==> src/rtl/axi_stream_if.sv <==
`default_nettype none
// ============================================================================
// Module   : axi_stream_if
// Brief    : Minimal AXI-stream bundle (tdata/tvalid/tready/tlast).
// Revision : 1.0
// ============================================================================
interface axi_stream_if #(
    parameter int DATA_WIDTH = 16
);
    logic [DATA_WIDTH-1:0] tdata;
    logic                  tvalid;
    logic                  tready;
    logic                  tlast;

    modport master (
        output tdata,
        output tvalid,
        output tlast,
        input  tready
    );

    modport slave (
        input  tdata,
        input  tvalid,
        input  tlast,
        output tready
    );
endinterface
`default_nettype wire

==> src/rtl/bitstream_loader.sv <==
`default_nettype none
// ============================================================================
// Module   : bitstream_loader
// Brief    : Packs pin-level config bytes into stream words framed per CLB.
// Revision : 1.0
// ============================================================================
module bitstream_loader #(
    parameter int BITSTREAM_DATA_WIDTH = 16,
    parameter int WORDS_PER_CLB        = 2,
    parameter int CLB_COUNT            = 4
) (
    input  logic         clk,
    input  logic         rst,
    input  logic         start,
    input  logic         in_valid,
    input  logic [7:0]   in_data,
    output logic         in_ready,
    output logic         cfg,
    axi_stream_if.master cfg_bitstream,
    output logic         busy,
    output logic         done
);
    localparam int c_BYTES_PER_WORD = BITSTREAM_DATA_WIDTH / 8;
    localparam int c_BIDX_W = (c_BYTES_PER_WORD > 1) ? $clog2(c_BYTES_PER_WORD) : 1;
    localparam int c_WIDX_W = (WORDS_PER_CLB > 1) ? $clog2(WORDS_PER_CLB) : 1;
    localparam int c_CIDX_W = (CLB_COUNT > 1) ? $clog2(CLB_COUNT) : 1;

    localparam logic [c_BIDX_W-1:0] c_LAST_BYTE = c_BIDX_W'(c_BYTES_PER_WORD - 1);
    localparam logic [c_WIDX_W-1:0] c_LAST_WORD = c_WIDX_W'(WORDS_PER_CLB - 1);
    localparam logic [c_CIDX_W-1:0] c_LAST_CLB  = c_CIDX_W'(CLB_COUNT - 1);

    typedef enum logic [2:0] {
        S_IDLE = 3'd0,
        S_REQ  = 3'd1,
        S_PACK = 3'd2,
        S_SEND = 3'd3,
        S_DONE = 3'd4
    } state_t;

    state_t                         r_state;
    state_t                         w_next;
    logic [c_BIDX_W-1:0]            r_byte_idx;
    logic [c_WIDX_W-1:0]            r_word_idx;
    logic [c_CIDX_W-1:0]            r_clb_idx;
    logic [BITSTREAM_DATA_WIDTH-1:0] r_shift;
    logic [BITSTREAM_DATA_WIDTH-1:0] r_tdata;
    logic                           r_tvalid;
    logic                           r_tlast;
    logic [BITSTREAM_DATA_WIDTH-1:0] w_word;
    logic                           w_byte_last;
    logic                           w_hs;

    assign w_byte_last = (r_byte_idx == c_LAST_BYTE);
    assign w_hs        = r_tvalid && cfg_bitstream.tready;

    assign cfg_bitstream.tdata  = r_tdata;
    assign cfg_bitstream.tvalid = r_tvalid;
    assign cfg_bitstream.tlast  = r_tlast;

    // Current byte merged into its little-endian slot of the word under assembly
    always_comb begin
        w_word = r_shift;
        w_word[8*int'(r_byte_idx) +: 8] = in_data;
    end

    always_ff @(posedge clk) begin
        if (rst) begin
            r_state <= S_IDLE;
        end else begin
            r_state <= w_next;
        end
    end

    always_comb begin
        w_next   = r_state;
        in_ready = 1'b0;
        cfg      = 1'b0;
        busy     = 1'b1;
        done     = 1'b0;
        case (r_state)
            S_IDLE: begin
                busy = 1'b0;
                if (start) begin
                    w_next = S_REQ;
                end
            end
            S_REQ: begin
                cfg    = 1'b1;
                w_next = S_PACK;
            end
            S_PACK: begin
                in_ready = 1'b1;
                if (in_valid && w_byte_last) begin
                    w_next = S_SEND;
                end
            end
            S_SEND: begin
                if (w_hs) begin
                    w_next = (r_tlast && (r_clb_idx == c_LAST_CLB)) ? S_DONE : S_PACK;
                end
            end
            S_DONE: begin
                done   = 1'b1;
                w_next = S_IDLE;
            end
            default: begin
                w_next = S_IDLE;
            end
        endcase
    end

    always_ff @(posedge clk) begin
        if (rst) begin
            r_byte_idx <= '0;
            r_word_idx <= '0;
            r_clb_idx  <= '0;
            r_shift    <= '0;
            r_tdata    <= '0;
            r_tvalid   <= 1'b0;
            r_tlast    <= 1'b0;
        end else begin
            case (r_state)
                S_IDLE: begin
                    r_byte_idx <= '0;
                    r_word_idx <= '0;
                    r_clb_idx  <= '0;
                    r_shift    <= '0;
                end
                S_PACK: begin
                    if (in_valid) begin
                        r_shift <= w_word;
                        if (w_byte_last) begin
                            r_tdata    <= w_word;
                            r_tvalid   <= 1'b1;
                            r_tlast    <= (r_word_idx == c_LAST_WORD);
                            r_byte_idx <= '0;
                        end else begin
                            r_byte_idx <= r_byte_idx + 1'b1;
                        end
                    end
                end
                S_SEND: begin
                    if (w_hs) begin
                        r_tvalid <= 1'b0;
                        r_tlast  <= 1'b0;
                        if (!r_tlast) begin
                            r_word_idx <= r_word_idx + 1'b1;
                        end else if (r_clb_idx != c_LAST_CLB) begin
                            r_word_idx <= '0;
                            r_clb_idx  <= r_clb_idx + 1'b1;
                        end
                    end
                end
                default: begin
                end
            endcase
        end
    end
endmodule
`default_nettype wire
==> src/flat_wrapper.sv <==
// flat-port wrapper written by rule: the top's interface ports become plain ports
module bitstream_loader_flat 
#(
    parameter int BITSTREAM_DATA_WIDTH = 16,
    parameter int WORDS_PER_CLB        = 2,
    parameter int CLB_COUNT            = 4
)
  (clk, rst, start, in_valid, in_data, in_ready, cfg, busy, done, cfg_bitstream_tdata, cfg_bitstream_tvalid, cfg_bitstream_tlast, cfg_bitstream_tready);
  axi_stream_if cfg_bitstream_i ();
  input  logic clk;
  input  logic rst;
  input  logic start;
  input  logic in_valid;
  input  logic [7:0] in_data;
  output logic in_ready;
  output logic cfg;
  output logic busy;
  output logic done;
  output wire logic [$bits(cfg_bitstream_i.tdata)-1:0] cfg_bitstream_tdata;
  output wire logic [$bits(cfg_bitstream_i.tvalid)-1:0] cfg_bitstream_tvalid;
  output wire logic [$bits(cfg_bitstream_i.tlast)-1:0] cfg_bitstream_tlast;
  input wire logic [$bits(cfg_bitstream_i.tready)-1:0] cfg_bitstream_tready;
  assign cfg_bitstream_tdata = cfg_bitstream_i.tdata;
  assign cfg_bitstream_tvalid = cfg_bitstream_i.tvalid;
  assign cfg_bitstream_tlast = cfg_bitstream_i.tlast;
  assign cfg_bitstream_i.tready = cfg_bitstream_tready;
  bitstream_loader #(.BITSTREAM_DATA_WIDTH(BITSTREAM_DATA_WIDTH), .WORDS_PER_CLB(WORDS_PER_CLB), .CLB_COUNT(CLB_COUNT)) u_core (.clk(clk), .rst(rst), .start(start), .in_valid(in_valid), .in_data(in_data), .in_ready(in_ready), .cfg(cfg), .cfg_bitstream(cfg_bitstream_i), .busy(busy), .done(done));
endmodule
==> config.mk <==
export PLATFORM = sky130hd
export DESIGN_NAME = bitstream_loader_flat
export DESIGN_NICKNAME = d
export VERILOG_FILES = /design/src/rtl/axi_stream_if.sv /design/src/rtl/bitstream_loader.sv /design/src/flat_wrapper.sv
export SDC_FILE = /design/constraint.sdc
export NUM_CORES = 1
export LEC_CHECK = 0
export CAP_MARGIN = 20
export CORE_MARGIN = 2
export CORE_UTILIZATION = 43
export DETAILED_ROUTE_END_ITERATION = 6
export PLACE_DENSITY = 0.73
export SYNTH_ARGS = -nofsm -noshare
export SYNTH_HDL_FRONTEND = slang
export SYNTH_SLANG_ARGS = --single-unit
export TNS_END_PERCENT = 1
==> constraint.sdc <==
create_clock -name clk -period 1.2 [get_ports clk]
set_input_delay 0.3 -clock clk [delete_from_list [all_inputs] [get_ports clk]]
set_output_delay 0.3 -clock clk [all_outputs]
set_load 0.05 [all_outputs]
* Word-level counts from Yosys, hierarchy flattened *
Cells that the tools add are included.

cells by class
  reduce and logical (&&, ||, !) cells = 13
  add/sub/neg operators = 4
  shifts and indexed selects = 2
  mux-type cells = 30
  equality and inequality tests = 14

operator list
  operator                                               number
  negator 4 -> 33 bit                                    1
  variable shift 8 x 33 -> 16 bit, first input constant  1
  variable part select 8 x 33 -> 16 bit                  1
  one-hot mux 16 bit (2 select lines)                    1
  bitwise mux 16 bit                                     1
  two-way mux 16 bit                                     1
  two-way mux 1 bit                                      14
  two-way mux 3 bit                                      4
  one-hot mux 3 bit (4 select lines)                     1
  inequality test 2 x 1 -> 1 bit, second input constant  5
  AND reduction 3 bit                                    3
  one-hot mux 1 bit (2 select lines)                     4
  AND reduction 4 bit                                    2
  equality test 3 x 2 -> 1 bit, second input constant    2
  two-way mux 2 bit                                      3
  inequality test 2 bit, second input constant           3
  nonzero test 2 bit                                     3
  one-hot mux 2 bit (2 select lines)                     1
  equality test 3 x 1 -> 1 bit, second input constant    1
  equality test 3 bit, second input constant             1
  logical AND 1 bit                                      3
  zero test 3 bit                                        1
  inequality test 3 bit, second input constant           1
  adder 1 bit, second input constant                     2
  3 further kinds                                        3

storage, ports and cells
  register bits = 41
  logic and storage cells = 71
  bits of input ports = 13

* Logic depth before layout (Yosys ltp) *
Gate-level depths: netlist (run 1).

  depth in word-level cells = 5
  mapped depth = 6
  depth with buffers taken out = 4

* Worst setup path after synthesis (run 1) *
No wires, ideal clock.

  path type = reg-to-output
  from = register u_core.r_state[1]
  to = output port cfg
  path buffers = 2
  path slack = -0.845 ns
  arrival time = 1.745 ns
  cell stages (with the launch flop) = 4
  path through = dfxtp_1 -> buf_4 -> buf_2 -> nor3b_1

on the way
  word-level cells in the longest chain between the ends = 2

RTL lines
  what                          RTL line                RTL
  start: declaration            bitstream_loader.sv:40  state_t r_state;
  start signal: assignment      bitstream_loader.sv:70  r_state <= w_next;
  equality test 3 x 1 -> 1 bit  bitstream_loader.sv:80  case (r_state)
  two-way mux 1 bit             bitstream_loader.sv:80
  end: declaration              flat_wrapper.sv:16      output logic cfg;

No other way between the ends.

* Worst setup path after layout (run 1) *
  from = register u_core.r_state[1]
  to = output port busy

on the way
  word-level cells in the longest chain between the ends = 2

RTL lines
  what               RTL line                RTL
  zero test 3 bit    bitstream_loader.sv:80
  two-way mux 1 bit  bitstream_loader.sv:80
  end: declaration   flat_wrapper.sv:17      output logic busy;

No other way between the ends.

==> results.ini, run 1 <==
[layout]
drive_above_1_share_pct=40.8
final_cells=269
fin_util_pct=71.5
final_common_cell=buf_12
final_cell_mix=buf_12 (24), buf_4 (22), inv_1 (18), a21oi_1 (18), dfxtp_1 (18)
final_nets=238
diodes=0
fin_area_mm2=0.00237
syn2layout_area_growth_pct=61.8

[synth]
synth-seq-cells=33
synthesis.nets=185
synth_area_leader_cell=dfxtp_1
netlist_instances=171
synth_area_mm2=0.00146
synth_top_area_share_pct=45.2
ys_seq_area_share_pct=45.2
syn_area_per_cell_um2=8.55
ys_types=36
synth_area_leaders=dfxtp_1 (45%), a21oi_1 (7.5%), o21ai_0 (6.5%), nand3_1 (5.8%), o32ai_1 (4.8%)
ys_warn_count=0

[drt]
drc=0
via_per_inst=5.41
vias=1456
dr.pass1.iters=4
post_drt_wl_per_cell_um=14.1
wirelength_um=3790
ant_nets=0
drtIter0Drc=44

[timing]
fin_setup_tns_ps=-3140
fin_skew_ps=4.01
fin_crit_sh_pct=132
finalMaxSlewViolations=0
min_period_ps=1580
fin_ws_ps=-379
clock.fmax_mhz=633
slew_headroom_pct=77.4
setup-violations-final=16
rsz0062_at_grt=yes
worst_slew_pin_slew_ps=334
hold_viol=0

[place]
dpl.hpwl_um=2770
port_buffers=34
dp_cells=260
place_area_mm2=0.00225
gp_congestion=0.766

[global_route]
grt_use_met3_pct=6.52
grt_pass1_wl_um=6090
met1_usage_pct=24.6
track_usage_pct=19.6
grt_max_degree=18
grt_antenna_before_repair=0
grt_use_met2_pct=32.5
first_global_vias=1340
busiest_layer=met2
grt-ovfl-total=0

[power]
power_density_mw_per_mm2=859
p_leak_nw=0.884
ir_drop_mv=0.688
total_power_mw=2.03

[floorplan]
io_pins=35
die_area_mm2=0.00388
start_util_pct=44.2
fp.dieH_um=62.3
die_x_um=62.3
rows=21
coreArea_mm2=0.00331

[hold_path]
hold_class=register to register
holdCritStartpoint=u_core.r_shift[6]$_SDFFE_PP0P_

[clock_network]
cts_buffer_depth=2
cts_root_buf=clkbuf_4
clk-insertion-delay-late_ps=330
cts_inserted_buffers=5
h-tree-depth=2
cts_tree=yes
cts_sinks=33
clk_transition_reported_paths_ps=90

[outcome]
violations=negative setup slack
status=finished, violations left

[setup_path]
critPathKind=register to output port
required_ps=900
startpoint_type=register
crit_fanout=7
arrival_ps=1280
endpoint_kind=output port
rr_startpoint=u_core.r_state[2]$_SDFFE_PP0P_
crit_start=u_core.r_state[1]$_SDFFE_PP0P_

[job]
drv_cap=0

-- cell usage after synthesis (all sizes together) --
cell    count
nor3b       2
nor3        1
or2         1
and3b       1
nand3      17
buf        10
clkbuf      6
and2        1
a31o        3
nand3b      2
or3         1
o32ai       8
o221a       1
nor4        1
a21oi      23
dfxtp      33
o21a        1
o311ai      2
nand4       1
inv        18
nand4b      1
o21ai      19
nand2       3
nand2b      3
and3        1
or4         3
nor2        3
a32oi       1
ha          1
and4        1
nor2b       2
-- state kept, by name, indices dropped and copies added, names as in the netlist --
| signal | flops |
|---|---|
| u_core.r_shift | 8 |
| u_core.r_clb_idx | 2 |
| u_core.r_state | 3 |
| u_core.r_word_idx | 1 |
| u_core.cfg_bitstream.tvalid | 1 |
| u_core.r_byte_idx | 1 |
| u_core.cfg_bitstream.tlast | 1 |
| u_core.cfg_bitstream.tdata | 16 |
-- critical path, cell delays in order, from the launching register on --
cell	delay [ps]
dfxtp_4	380
or3_4	410
buf_12	160
-- metal layers --
| metal | share of wire (%) | vias up |
|---|---|---|
| met5 | 0 | - |
| met4 | 1.5 | 0 |
| met3 | 5.2 | 8 |
| met2 | 50 | 36 |
| met1 | 43 | 699 |
| li1 | - | 713 |
-- cell type report --
cell class | count | area (um^2)
clock buffers | 5 | 37.5
clock inverters | 1 | 5.00
fillers | 248 | 943
inverters | 18 | 67.6
multi-input cells | 104 | 704
flip-flops and latches | 33 | 687
well taps | 46 | 57.6
repair buffers | 62 | 808
-- final timing paths --
path | to | cells after the start | slack [ps]
worst min-delay path | u_core.cfg_bitstream.tdata[6]$_SDFFE_PP0P_ | 2 | 460
worst max-delay path | busy | 2 | -380
worst min register to register | u_core.cfg_bitstream.tdata[6]$_SDFFE_PP0P_ | 2 | 460
worst max register to register | u_core.r_shift[3]$_SDFFE_PP0P_ | 3 | -210
-- metrics by stage --
stage,setup WS (ps),hold slack (ps)
final,-379,460
after global placement,-392,456
after global routing,-425,479
after floorplan,-145,438
after CTS,-388,464
after detailed placement,-481,454
-- logic make-up (layout without fill, tap and decap cells) --
kind of cell / count (synthesis) / in the layout / share of synthesized area (%)
DFF: 33 / 33 / 45.2
AOI/OAI and AO/OA: 58 / 58 / 24.3
and+or+nand+nor: 45 / 45 / 18.9
buffers and inverters: 34 / 86 / 10.8
adders and majority gates: 1 / 1 / 0.855
-- power breakdown --
part	internal [mW]	leakage (nW)	switching [mW]
sequential	1.10	0.275	0.0212
clock	0.203	0.0269	0.343
combinational	0.186	0.582	0.177
total	1.49	0.884	0.541
-- what timing repair did --
item                                    CTS  global route
buffers inserted                          2             2
resized for setup                        15            25
pin swaps                                 3             5
hold buffers                              0             0
endpoints found under the setup margin   37            46
(Power assumes the default switching activity.)
==> inputs of run 2 (changes only) <==
Settings changed: REMOVE_ABC_BUFFERS from default to 1.
==> results.ini, run 2 (synthesis results as in run 1) <==
[global_route]
grt_max_degree=22  ; +4
busiest_layer=met2
grt_antenna_before_repair=0  ; unchanged
grt_use_met2_pct=41.2  ; +8.7 points
grt_use_met3_pct=4.17  ; -2.4 points
first_global_vias=1534  ; +14%
met1_usage_pct=24.2  ; -0.40 points
grt_pass1_wl_um=6840  ; +12%
grt-ovfl-total=0  ; unchanged
track_usage_pct=21.7  ; +2.1 points

[layout]
drive_above_1_share_pct=43.1  ; +2.3 points
syn2layout_area_growth_pct=73.6
nFillCells=240  ; -3.2%
final_nets=252  ; +5.9%
largest_reg_flops=16  ; unchanged
diodes=0  ; unchanged
fin_util_pct=76.7  ; +5.2 points
final_cell_mix=buf_4 (33), dfxtp_1 (24), buf_12 (22), inv_1 (18), a21oi_1 (18)
final_cells=285  ; +5.9%
fin_area_mm2=0.00254  ; +7.2%
final_common_cell=buf_4

[outcome]
status=finished, violations left
violations=negative setup slack

[timing]
fin_crit_sh_pct=133  ; +1.4 points
fin_ws_ps=-395  ; -16.3 ps
finalMaxSlewViolations=0  ; unchanged
worst_slew_pin_slew_ps=436  ; +102 ps
min_period_ps=1600  ; +16.3 ps
setup-violations-final=36  ; +20
fin_skew_ps=12.0  ; +7.98 ps
clock.fmax_mhz=627  ; -1.0%
slew_headroom_pct=70.6  ; -6.8 points
rsz0062_at_grt=yes
hold_viol=0  ; unchanged

[setup_path]
regToRegSetupSlack_ps=-280  ; -70 ps
crit_fanout=6  ; -1
critPathKind=register to output port
required_ps=900  ; about the same
rr_startpoint=u_core.r_state[1]$_SDFFE_PP0P_
endpoint_kind=output port
arrival_ps=1300  ; +20 ps
rr_worst_depth=4  ; +1
r2r_end=u_core.r_shift[1]$_SDFFE_PP0P_
startpoint_type=register

[job]
drv_cap=0  ; unchanged

[place]
pre_cts_ws_ps=-477  ; +3.35 ps
gp_congestion=0.829  ; +8.2%
port_buffers=34  ; unchanged
dp_cells=268  ; +3.1%
place_area_mm2=0.00224  ; -0.39%
dpl.hpwl_um=2800  ; +1.2%

[hold_path]
holdPathStages=2  ; unchanged
worstHoldEndpoint=u_core.cfg_bitstream.tdata[1]$_SDFFE_PP0P_
hold_class=register to register
holdCritStartpoint=u_core.r_shift[1]$_SDFFE_PP0P_

[drt]
post_drt_wl_per_cell_um=15.4  ; +9.2%
dr.pass1.iters=4  ; unchanged
drtIter0Drc=74  ; +68%
wirelength_um=4390  ; +16%
drc=0  ; unchanged
vias=1540  ; +5.8%
ant_nets=0  ; unchanged
via_per_inst=5.40  ; -0.17%

[floorplan]
start_util_pct=44.2  ; unchanged
io_pins=35  ; unchanged
coreArea_mm2=0.00331  ; unchanged
fp.dieH_um=62.3  ; unchanged
rows=21  ; unchanged
die_area_mm2=0.00388  ; unchanged
die_x_um=62.3  ; unchanged

[clock_network]
cts_root_buf=clkbuf_4
clk_transition_reported_paths_ps=110  ; +20 ps
cts_tree=yes
cts_hold_buf=0  ; unchanged
cts_buffer_depth=2  ; unchanged
cts_inserted_buffers=5  ; unchanged
cts_sinks=33  ; unchanged
h-tree-depth=2  ; unchanged
clk-insertion-delay-late_ps=330  ; about the same

[power]
total_power_mw=2.41  ; +18%
ir_drop_mv=0.638  ; -7.2%
power_density_mw_per_mm2=949  ; +10%
p_leak_nw=0.977  ; +11%

==> run 2: cell count changes in the layout (fill, tap and decap cells not counted), moves of 2 or more <==
cell / before / now
buf_4: 22 / 33
dfxtp_1: 18 / 24
dfxtp_2: 12 / 6
buf_6: 4 / 9
o21ai_0: 11 / 8
buf_12: 24 / 22
o21ai_1: 8 / 10
o311ai_0: 0 / 2
o311ai_1: 2 / 0
==> run 2: report_power, final <==
part	switching (mW)	internal, mW	total (mW)
clock	0.374	0.498	0.872
sequential	0.0159	1.10	1.12
combinational	0.204	0.214	0.417
total	0.594	1.82	2.41
==> run 2: area by class of cell <==
class	instances	area, um^2	area share [%]
tap	46	57.6	2.27
multi-input combinational	104	741	29.2
timing repair buffer	76	908	35.8
clock inverter	1	30.0	1.18
inverter	18	67.6	2.66
clock buffer	7	55.1	2.17
sequential	33	679	26.8
==> run 2: worst max path at each step <==
stage	cells past startpoint	slack, ps	to	start
detailed placement	4	-480	u_core.r_shift[1]$_SDFFE_PP0P_	in_valid
finish	2	-400	busy	u_core.r_state[2]$_SDFFE_PP0P_
global placement	4	-400	u_core.r_shift[1]$_SDFFE_PP0P_	in_valid
CTS	2	-380	busy	u_core.r_state[1]$_SDFFE_PP0P_
floorplan	1	-750	cfg	u_core.r_state[0]$_SDFFE_PP0P_
global route	4	-430	in_ready	u_core.r_state[0]$_SDFFE_PP0P_
==> run 2: what timing repair did <==
item / 4_1_cts / 5_1_grt
gates resized for setup: 29 / 24
setup endpoints to repair: 38 / 44
hold endpoints to repair: 0 / 0
pin swaps: 4 / 5
buffers inserted: 7 / 2
==> run 2: per-stage QoR <==
| step | hold WS (ps) | TNS (ps) |
|---|---|---|
| floorplan | 369 | -12750 |
| global placement | 456 | -11040 |
| detailed placement | 457 | -12860 |
| CTS | 480 | -3910 |
| global route | 510 | -7100 |
| finish | 479 | -5150 |
==> run 2: worst max-delay path, cell delays in order (launching register included) <==
cell	delay [ps]
dfxtp_4	380
or3_4	420
buf_12	160
==> run 2: metal layers <==
layer	vias to the layer above	routed length (um)
met3	11	179
met4	0	74
li1	748	-
met1	736	1760
met2	45	2370
met5	-	0
